## src/rtl/chrono_counter_hms.sv

```systemverilog
// rtl/chrono_counter_hms.sv - HH:MM:SS BCD stopwatch/countdown timer with pause, auto-reload and expiry flags
// Optional lap capture is built when LAP_CAPTURE_EN is defined.
module chrono_counter_hms #(
    parameter int CLK_FREQ  = 50_000_000,
    parameter int MAX_HOURS = 23
) (
    input  logic        clk,
    input  logic        rst_n,
    input  logic        mode,
    input  logic        start,
    input  logic        clear,
    input  logic        load,
    input  logic        auto_reload,
    input  logic [23:0] load_bcd,
    input  logic        lap,
    output logic [23:0] time_bcd,
    output logic        tick,
    output logic        running,
    output logic        done,
    output logic        expired,
    output logic        wrap,
    output logic [23:0] lap_bcd,
    output logic        lap_valid
);

    localparam int              PW         = (CLK_FREQ > 2) ? $clog2(CLK_FREQ) : 1;
    localparam logic [PW-1:0]   C_PRESC_TC = PW'(CLK_FREQ - 1);
    localparam logic [3:0]      C_MAXH_T   = 4'(MAX_HOURS / 10);
    localparam logic [3:0]      C_MAXH_O   = 4'(MAX_HOURS % 10);

    typedef enum logic [1:0] {
        S_IDLE,
        S_RUN,
        S_PAUSE,
        S_EXPIRED
    } state_t;

    state_t        r_state;
    state_t        w_state_nxt;
    logic [PW-1:0] r_presc;
    logic [23:0]   r_time;
    logic [23:0]   r_reload;
    logic          r_tick;
    logic          r_done;
    logic          r_wrap;
    logic          r_expired;

    function automatic logic [3:0] clamp_digit(input logic [3:0] d, input logic [3:0] lim);
        return (d > lim) ? lim : d;
    endfunction

    // Prescaler advances on the cycle that enters RUN, so n seconds take n*CLK_FREQ start cycles.
    logic w_cnt_en;
    logic w_tc;
    logic w_is_zero;
    logic w_is_one;
    logic w_expire_stop;

    assign w_cnt_en      = start && (r_state != S_EXPIRED);
    assign w_tc          = w_cnt_en && (r_presc == C_PRESC_TC);
    assign w_is_zero     = (r_time == 24'h000000);
    assign w_is_one      = (r_time == 24'h000001);
    assign w_expire_stop = w_tc && mode && !auto_reload && (w_is_zero || w_is_one);

    logic [3:0] w_so, w_st, w_mo, w_mt, w_ho, w_ht;
    assign {w_ht, w_ho, w_mt, w_mo, w_st, w_so} = r_time;

    logic [3:0] w_ld_so, w_ld_st, w_ld_mo, w_ld_mt, w_ld_ho, w_ld_ht;
    logic [7:0] w_ld_hr;
    logic [23:0] w_ld_time;

    assign w_ld_so   = clamp_digit(load_bcd[3:0],   4'd9);
    assign w_ld_st   = clamp_digit(load_bcd[7:4],   4'd5);
    assign w_ld_mo   = clamp_digit(load_bcd[11:8],  4'd9);
    assign w_ld_mt   = clamp_digit(load_bcd[15:12], 4'd5);
    assign w_ld_ho   = clamp_digit(load_bcd[19:16], 4'd9);
    assign w_ld_ht   = clamp_digit(load_bcd[23:20], 4'd9);
    // Digits are already valid BCD here, so a packed compare orders hours correctly.
    assign w_ld_hr   = ({w_ld_ht, w_ld_ho} > {C_MAXH_T, C_MAXH_O}) ? {C_MAXH_T, C_MAXH_O}
                                                                  : {w_ld_ht, w_ld_ho};
    assign w_ld_time = {w_ld_hr, w_ld_mt, w_ld_mo, w_ld_st, w_ld_so};

    logic        w_c_so, w_c_st, w_c_mo, w_c_mt;
    logic        w_up_wrap;
    logic [7:0]  w_up_hr;
    logic [23:0] w_up_time;

    assign w_c_so    = (w_so == 4'd9);
    assign w_c_st    = w_c_so && (w_st == 4'd5);
    assign w_c_mo    = w_c_st && (w_mo == 4'd9);
    assign w_c_mt    = w_c_mo && (w_mt == 4'd5);
    assign w_up_wrap = w_c_mt && ({w_ht, w_ho} == {C_MAXH_T, C_MAXH_O});

    always_comb begin
        w_up_hr = {w_ht, w_ho};
        if (w_up_wrap) begin
            w_up_hr = 8'h00;
        end else if (w_c_mt) begin
            w_up_hr = (w_ho == 4'd9) ? {w_ht + 4'd1, 4'd0} : {w_ht, w_ho + 4'd1};
        end
    end

    assign w_up_time = {
        w_up_hr,
        w_c_mo ? ((w_mt == 4'd5) ? 4'd0 : w_mt + 4'd1) : w_mt,
        w_c_st ? ((w_mo == 4'd9) ? 4'd0 : w_mo + 4'd1) : w_mo,
        w_c_so ? ((w_st == 4'd5) ? 4'd0 : w_st + 4'd1) : w_st,
        w_c_so ? 4'd0 : w_so + 4'd1
    };

    logic        w_b_so, w_b_st, w_b_mo, w_b_mt;
    logic [7:0]  w_dn_hr;
    logic [23:0] w_dn_time;

    assign w_b_so = (w_so == 4'd0);
    assign w_b_st = w_b_so && (w_st == 4'd0);
    assign w_b_mo = w_b_st && (w_mo == 4'd0);
    assign w_b_mt = w_b_mo && (w_mt == 4'd0);

    always_comb begin
        w_dn_hr = {w_ht, w_ho};
        if (w_b_mt) begin
            w_dn_hr = (w_ho == 4'd0) ? {w_ht - 4'd1, 4'd9} : {w_ht, w_ho - 4'd1};
        end
    end

    assign w_dn_time = {
        w_dn_hr,
        w_b_mo ? ((w_mt == 4'd0) ? 4'd5 : w_mt - 4'd1) : w_mt,
        w_b_st ? ((w_mo == 4'd0) ? 4'd9 : w_mo - 4'd1) : w_mo,
        w_b_so ? ((w_st == 4'd0) ? 4'd5 : w_st - 4'd1) : w_st,
        w_b_so ? 4'd9 : w_so - 4'd1
    };

    // A terminal count held across a pause fires on the resume edge, so expiry is checked there too.
    always_comb begin
        w_state_nxt = r_state;
        if (clear) begin
            w_state_nxt = S_IDLE;
        end else if (load) begin
            if (r_state == S_EXPIRED) begin
                w_state_nxt = S_IDLE;
            end
        end else begin
            case (r_state)
                S_IDLE, S_PAUSE: begin
                    if (start) begin
                        w_state_nxt = w_expire_stop ? S_EXPIRED : S_RUN;
                    end
                end
                S_RUN: begin
                    if (!start) begin
                        w_state_nxt = S_PAUSE;
                    end else if (w_expire_stop) begin
                        w_state_nxt = S_EXPIRED;
                    end
                end
                S_EXPIRED: w_state_nxt = S_EXPIRED;
                default:   w_state_nxt = S_IDLE;
            endcase
        end
    end

    always_ff @(posedge clk) begin
        if (!rst_n) begin
            r_state   <= S_IDLE;
            r_presc   <= '0;
            r_time    <= 24'h000000;
            r_reload  <= 24'h000000;
            r_tick    <= 1'b0;
            r_done    <= 1'b0;
            r_wrap    <= 1'b0;
            r_expired <= 1'b0;
        end else begin
            r_state <= w_state_nxt;
            r_tick  <= 1'b0;
            r_done  <= 1'b0;
            r_wrap  <= 1'b0;
            if (clear) begin
                r_time    <= 24'h000000;
                r_presc   <= '0;
                r_expired <= 1'b0;
            end else if (load) begin
                r_time    <= w_ld_time;
                r_reload  <= w_ld_time;
                r_presc   <= '0;
                r_expired <= 1'b0;
            end else if (w_tc) begin
                r_presc <= '0;
                r_tick  <= 1'b1;
                if (!mode) begin
                    r_time <= w_up_time;
                    r_wrap <= w_up_wrap;
                end else if (w_is_zero) begin
                    // Sitting at zero: reload if enabled; a zero reload value expires again.
                    if (auto_reload) begin
                        r_time <= r_reload;
                    end
                    if (!auto_reload || (r_reload == 24'h000000)) begin
                        r_done    <= 1'b1;
                        r_expired <= 1'b1;
                    end
                end else begin
                    r_time <= w_dn_time;
                    if (w_is_one) begin
                        r_done    <= 1'b1;
                        r_expired <= 1'b1;
                    end
                end
            end else if (w_cnt_en) begin
                r_presc <= r_presc + PW'(1);
            end
        end
    end

    assign time_bcd = r_time;
    assign tick     = r_tick;
    assign running  = (r_state == S_RUN);
    assign done     = r_done;
    assign expired  = r_expired;
    assign wrap     = r_wrap;

`ifdef LAP_CAPTURE_EN
    logic [23:0] r_lap_bcd;
    logic        r_lap_valid;

    // Captures the pre-update value when a tick lands on the same edge.
    always_ff @(posedge clk) begin
        if (!rst_n) begin
            r_lap_bcd   <= 24'h000000;
            r_lap_valid <= 1'b0;
        end else if (clear) begin
            r_lap_bcd   <= 24'h000000;
            r_lap_valid <= 1'b0;
        end else begin
            r_lap_valid <= lap;
            if (lap) begin
                r_lap_bcd <= r_time;
            end
        end
    end

    assign lap_bcd   = r_lap_bcd;
    assign lap_valid = r_lap_valid;
`else
    logic w_unused_lap;
    assign w_unused_lap = lap;
    assign lap_bcd      = 24'h000000;
    assign lap_valid    = 1'b0;
`endif

endmodule

```

## config.mk

```make
export PLATFORM = sky130hd
export DESIGN_NAME = chrono_counter_hms
export DESIGN_NICKNAME = d
export VERILOG_FILES = /design/src/rtl/chrono_counter_hms.sv
export SDC_FILE = /design/constraint.sdc
export NUM_CORES = 1
export LEC_CHECK = 0
export ABC_AREA = 1
export CAP_MARGIN = 20
export CORE_UTILIZATION = 50
export CTS_BUF_LIST = sky130_fd_sc_hd__clkbuf_2
export DETAILED_ROUTE_END_ITERATION = 16
export PLACE_DENSITY = 0.86
export SLEW_MARGIN = 10
export SYNTH_ARGS = -nofsm -noshare
export SYNTH_HDL_FRONTEND = slang
export SYNTH_SLANG_ARGS = --single-unit
```

## constraint.sdc

```tcl
create_clock -name clk -period 2.1 [get_ports clk]
set_input_delay 0.42 -clock clk [delete_from_list [all_inputs] [get_ports clk]]
set_output_delay 0.42 -clock clk [all_outputs]
set_load 0.02 [all_outputs]
```

### Word level (Yosys, flattened, before mapping)

Index checks and enable logic that the tools add are counted.

* $add $sub $neg: 13
* $mul: 0
* div/mod/pow operators: 0
* $lt $le $gt $ge: 7
* equal/unequal tests: 22
* shifts and indexed selects: 0
* muxes and demuxes: 45
* bitwise logic cells: 4
* reduce and logical (&&, ||, !) cells: 45

Operator list (number)
* 2-to-1 mux 24 bit: 5
* 2-to-1 mux 4 bit: 20
* logical NOT 24 bit: 2
* 2-to-1 mux 8 bit: 6
* adder 26 x 1 -> 26 bit, second input constant: 1
* == test 26 bit, second input constant: 1
* adder 4 x 1 -> 4 bit, second input constant: 6
* == test 24 x 1 -> 1 bit, second input constant: 1
* subtractor 4 x 1 -> 4 bit, second input constant: 6
* logical NOT 4 bit: 5
* inequality test 4 x 1 -> 1 bit, second input constant: 5
* AND reduction 4 bit: 5
* > comparator 4 bit, second input constant: 4
* == test 4 bit, second input constant: 3
* logical AND 1 bit: 12
* 2-to-1 mux 2 bit: 6
* OR reduction 5 bit: 2
* nonzero test 3 bit: 3
* == test 4 x 3 -> 1 bit, second input constant: 2
* == test 8 x 6 -> 1 bit, second input constant: 1
* > comparator 4 x 3 -> 1 bit, second input constant: 2
* > comparator 8 x 6 -> 1 bit, second input constant: 1
* nonzero test 4 bit: 2
* 2-to-1 mux 1 bit: 7
* 19 further kinds: 28

* flip-flop bits (word level): 80
* bits in latches: 0
* memory bits (writable): 0
* ROM bits: 0
* input bits: 32
* output and inout bits: 54
* logic and storage cells: 149
* memories kept: 0

### Logic depth before layout (Yosys ltp)

* depth after elaboration: 10
* depth in mapped cells: 14
* depth with buffers taken out: 14

### Least setup slack after synthesis

OpenSTA, ideal clock, no wires.

* path type: reg2reg
* start point: register r_time[16] (netlist: time_bcd[16])
* end point: register r_time[9] (netlist: time_bcd[9])
* setup time: 116 ps
* data arrival time: 1814 ps
* data required time: 1984 ps
* slack: 170 ps
* stages on the path, launching flop included: 13
* buffers on the path: 0
* clock period less this slack: 1930 ps
* cell sequence: dfxtp_1 > inv_1 > ha_1 > nand2_2 > nor2_4 > nand3_4 > clkinv_2 > nand3_4 > nand2_8 > nor2_4 > clkinv_2 > nor2_1 > nor2_1

* cells in the longest elaborated chain, start to end: 5
* elaborated cells on any way between the ends: 8
* those cells by class: eq/ne (2); mux (4); reduce/logical (2)

RTL lines
* start: declaration: RTL line 41 `logic [23:0] r_time;`
* start signal: assignment: RTL line 184 `r_time <= w_ld_time;`
* start signal: assignment: RTL line 192 `r_time <= w_up_time;`
* start signal: assignment: RTL line 197 `r_time <= r_reload;`
* logical NOT 24 bit (*): RTL line 61 `assign w_is_zero = (r_time == 24'h000000);`
* 2-to-1 mux 24 bit: RTL line 194 `end else if (w_is_zero) begin`
* 2-to-1 mux 24 bit: RTL line 191 `if (!mode) begin`
* 2-to-1 mux 24 bit: RTL line 188 `end else if (w_tc) begin`
* 2-to-1 mux 24 bit: RTL line 183 `end else if (load) begin`

Mark *: on every way between the ends. The rest lies on a longest branch, timed or not. The select of a mux whose other input is x is not followed.
A chain may end at the register's enable or synchronous reset.

### Worst setup path in the final report

* start point: register r_time[2] (netlist: time_bcd[2])
* end point: output port time_bcd[2]

RTL lines
* end: declaration: RTL line 16 `output logic [23:0] time_bcd,`

No word-level cell between the ends.

==> metrics.txt <==
clk_skew=0.0295 ns; Crit path buffers/inverters=1; # DRC=0; initial core utilization=0.519; Worst VDD drop=0.333 mV; full die area=0.0106 sq mm; most numerous cell in the Yosys netlist=nand2_1; clock sinks=80; antenna violations before repair=0; CP Max Fanout=7; global-route wire length before repair=21500 microns; final period utilization=0.954; RSZ-0062 raised after global routing=no; Worst Setup Start Kind=flop; ratio of cells with drive above 1 in the final layout=0.146; total wire length=13000 microns; TritonCTS buffer count=9; Critical Path RT=1.68 ns; Crit path arrival time=1.58 ns; Fmax=0.499 GHz; slowest cell on the critical path=clkdlybuf4s50_1; Worst Hold Class=primary input to flop; IO Port Bufs=59; R2R setup slack=0.15 ns; CTS tree=yes; IO Pins=86; Worst R2R End=time_bcd[2]; maxcap violations=0; worst-skew pair later-pin latency=0.55 ns; EDFF count, synth=0; hold_buf cts=0; Final Hold Fails=0; CP cell instances=clkdlybuf4s50_1; Crit path max-delay family=buffers and inverters; Initial DRC Count=313; post-route cell area=0.00626 sq mm; fraction of registers with async set/reset=0; Die Span X=103 microns; outcome=complete, no violations; Syn Inst Count=781; ANT nets after route=0; PD cells=520 mW/mm^2; Cell variety after synth=46; gr usage total=0.259; Worst Hold Endpoint=r_reload[20]; Layout Nets=932; Main synth FF type=dfxtp_1; # fillers=850; post-synthesis cell area=0.00512 sq mm; min-delay src=load_bcd[20]; largest net degree at the start of global routing=23; post-CTS setup buffer count=0; Mapped Avg Cell Area=6.55 sq um; Area contributors post-synth=dfxtp_1 (31%), nand2_1 (11%), nor2_1 (9.9%), inv_1 (5.8%), nand3_1 (5.0%); Diodes inserted=0; Placed Area=0.00613 sq mm; H-tree depth=3; die height=103 microns; reg2reg path depth=12; vias in the first global route=4775; max-slew violation count=0; post-cts resize count=21; Core Box Area=0.00986 sq mm; clock root buffer=clkbuf_2; #FFs+latches synth=80; WS Path Type=flop to output port; leakage power=2.85 nW; WL per Instance=12.6 microns; vias per cell=5.20; Ys Warns=0; Initial DRT Pass Iterations=5; Final HPWL DP=9970 microns; Longest Clk Path Bufs=2; Critical Path Sink Type=output port; Syn-to-layout area delta=22.3%; worst hold stages=3; Synth area leader=dfxtp_1; Sequential cell area=0.00162 sq mm; most frequent cells after synthesis=nand2_1 (154), nor2_1 (135), dfxtp_1 (80); share of the synthesized area in the top cell type=0.313; area of the multi-input gates=0.00300 sq mm; Setup Viol. Count Final=0; Reg clk slew, reported paths=0.22 ns; Vias=5349; Final min period=2.00 ns; Worst path max stage delay=0.62 ns; reg2reg start=time_bcd[17]; # rows=36; sequential share of the synthesized area=0.313; global route overflow=0; TNS Setup=0 ns; gpl congestion=0.900
[state kept, by name (all words and copies together), names as in the netlist]
register and cells:
done 1, expired 1, r_presc 26, r_reload 24, r_state 2, tick 1
time_bcd 24, wrap 1
[cell families (layout without fill, tap and decap cells)]
logic type | after synthesis | after routing | synth area share
adder cells (fa/ha/maj) | 9 | 9 | 0.0220
other | 1 | 25 | 0.000733
AO/OA/AOI/OAI | 126 | 126 | 0.139
AND/OR/NAND/NOR | 415 | 415 | 0.376
XOR/XNOR | 17 | 17 | 0.0291
flip-flops | 80 | 80 | 0.313
buffers and inverters | 133 | 223 | 0.120
[worst max path at each step]
stage	start	endpoint	slack, ns	cells past startpoint
floorplan	time_bcd[16]	time_bcd[9]	0.17	12
global placement	load	time_bcd[18]	-0.08	9
detailed placement	start	r_presc[19]	-0.1	9
CTS	time_bcd[19]	time_bcd[19]	0.004	1
global route	time_bcd[13]	time_bcd[13]	0.001	1
finish	time_bcd[2]	time_bcd[2]	0.1	1
[cell usage in the layout (no fill, tap or decap), drive strengths merged, types with 17 or more instances in the layout]
| cell type | n |
|---|---|
| clkdlybuf4s50 | 40 |
| dfxtp | 80 |
| o21ai | 53 |
| nor2 | 152 |
| nand2 | 163 |
| nand3 | 53 |
| buf | 59 |
| nor3 | 17 |
| inv | 88 |
| conb | 25 |
| a21oi | 40 |
[power breakdown]
part           internal, mW  leakage [nW]  switching [mW]
logic                 0.330          2.13           0.513
clock network         0.264        0.0690           0.537
registers              1.57         0.655          0.0466
[routing by layer]
metal | vias up | wire length (microns) | track usage
li1 | 2708 | - | -
met1 | 2374 | 6000 | 0.349
met2 | 235 | 5790 | 0.420
met3 | 32 | 915 | 0.0508
met4 | 0 | 263 | 0.0748
met5 | - | 0 | 0
[through the flow]
stage	instances	hold WS, ns	total power [mW]	setup WS (ns)	utilization
2_1_floorplan	805	0.439	2.20	0.170	-
3_3_place_gp	1013	0.450	2.46	-0.0778	0.622
3_5_place_dp	1013	0.451	2.48	-0.0964	0.622
4_1_cts	1028	0.447	3.26	0.00395	0.632
5_1_grt	1028	0.459	3.42	0.00114	0.634
6_report	1028	0.471	3.26	0.0971	0.634
[cell type report]
| cell class | count | share of cell area |
|---|---|---|
| clock buffers | 10 | 0.00800 |
| clock inverters | 5 | 0.00780 |
| well taps | 133 | 0.0266 |
| inverters | 90 | 0.0544 |
| repair buffers | 118 | 0.166 |
| multi-input cells | 592 | 0.479 |
| flip-flops and latches | 80 | 0.258 |
No activity file was read; power rests on OpenSTA's default activity.
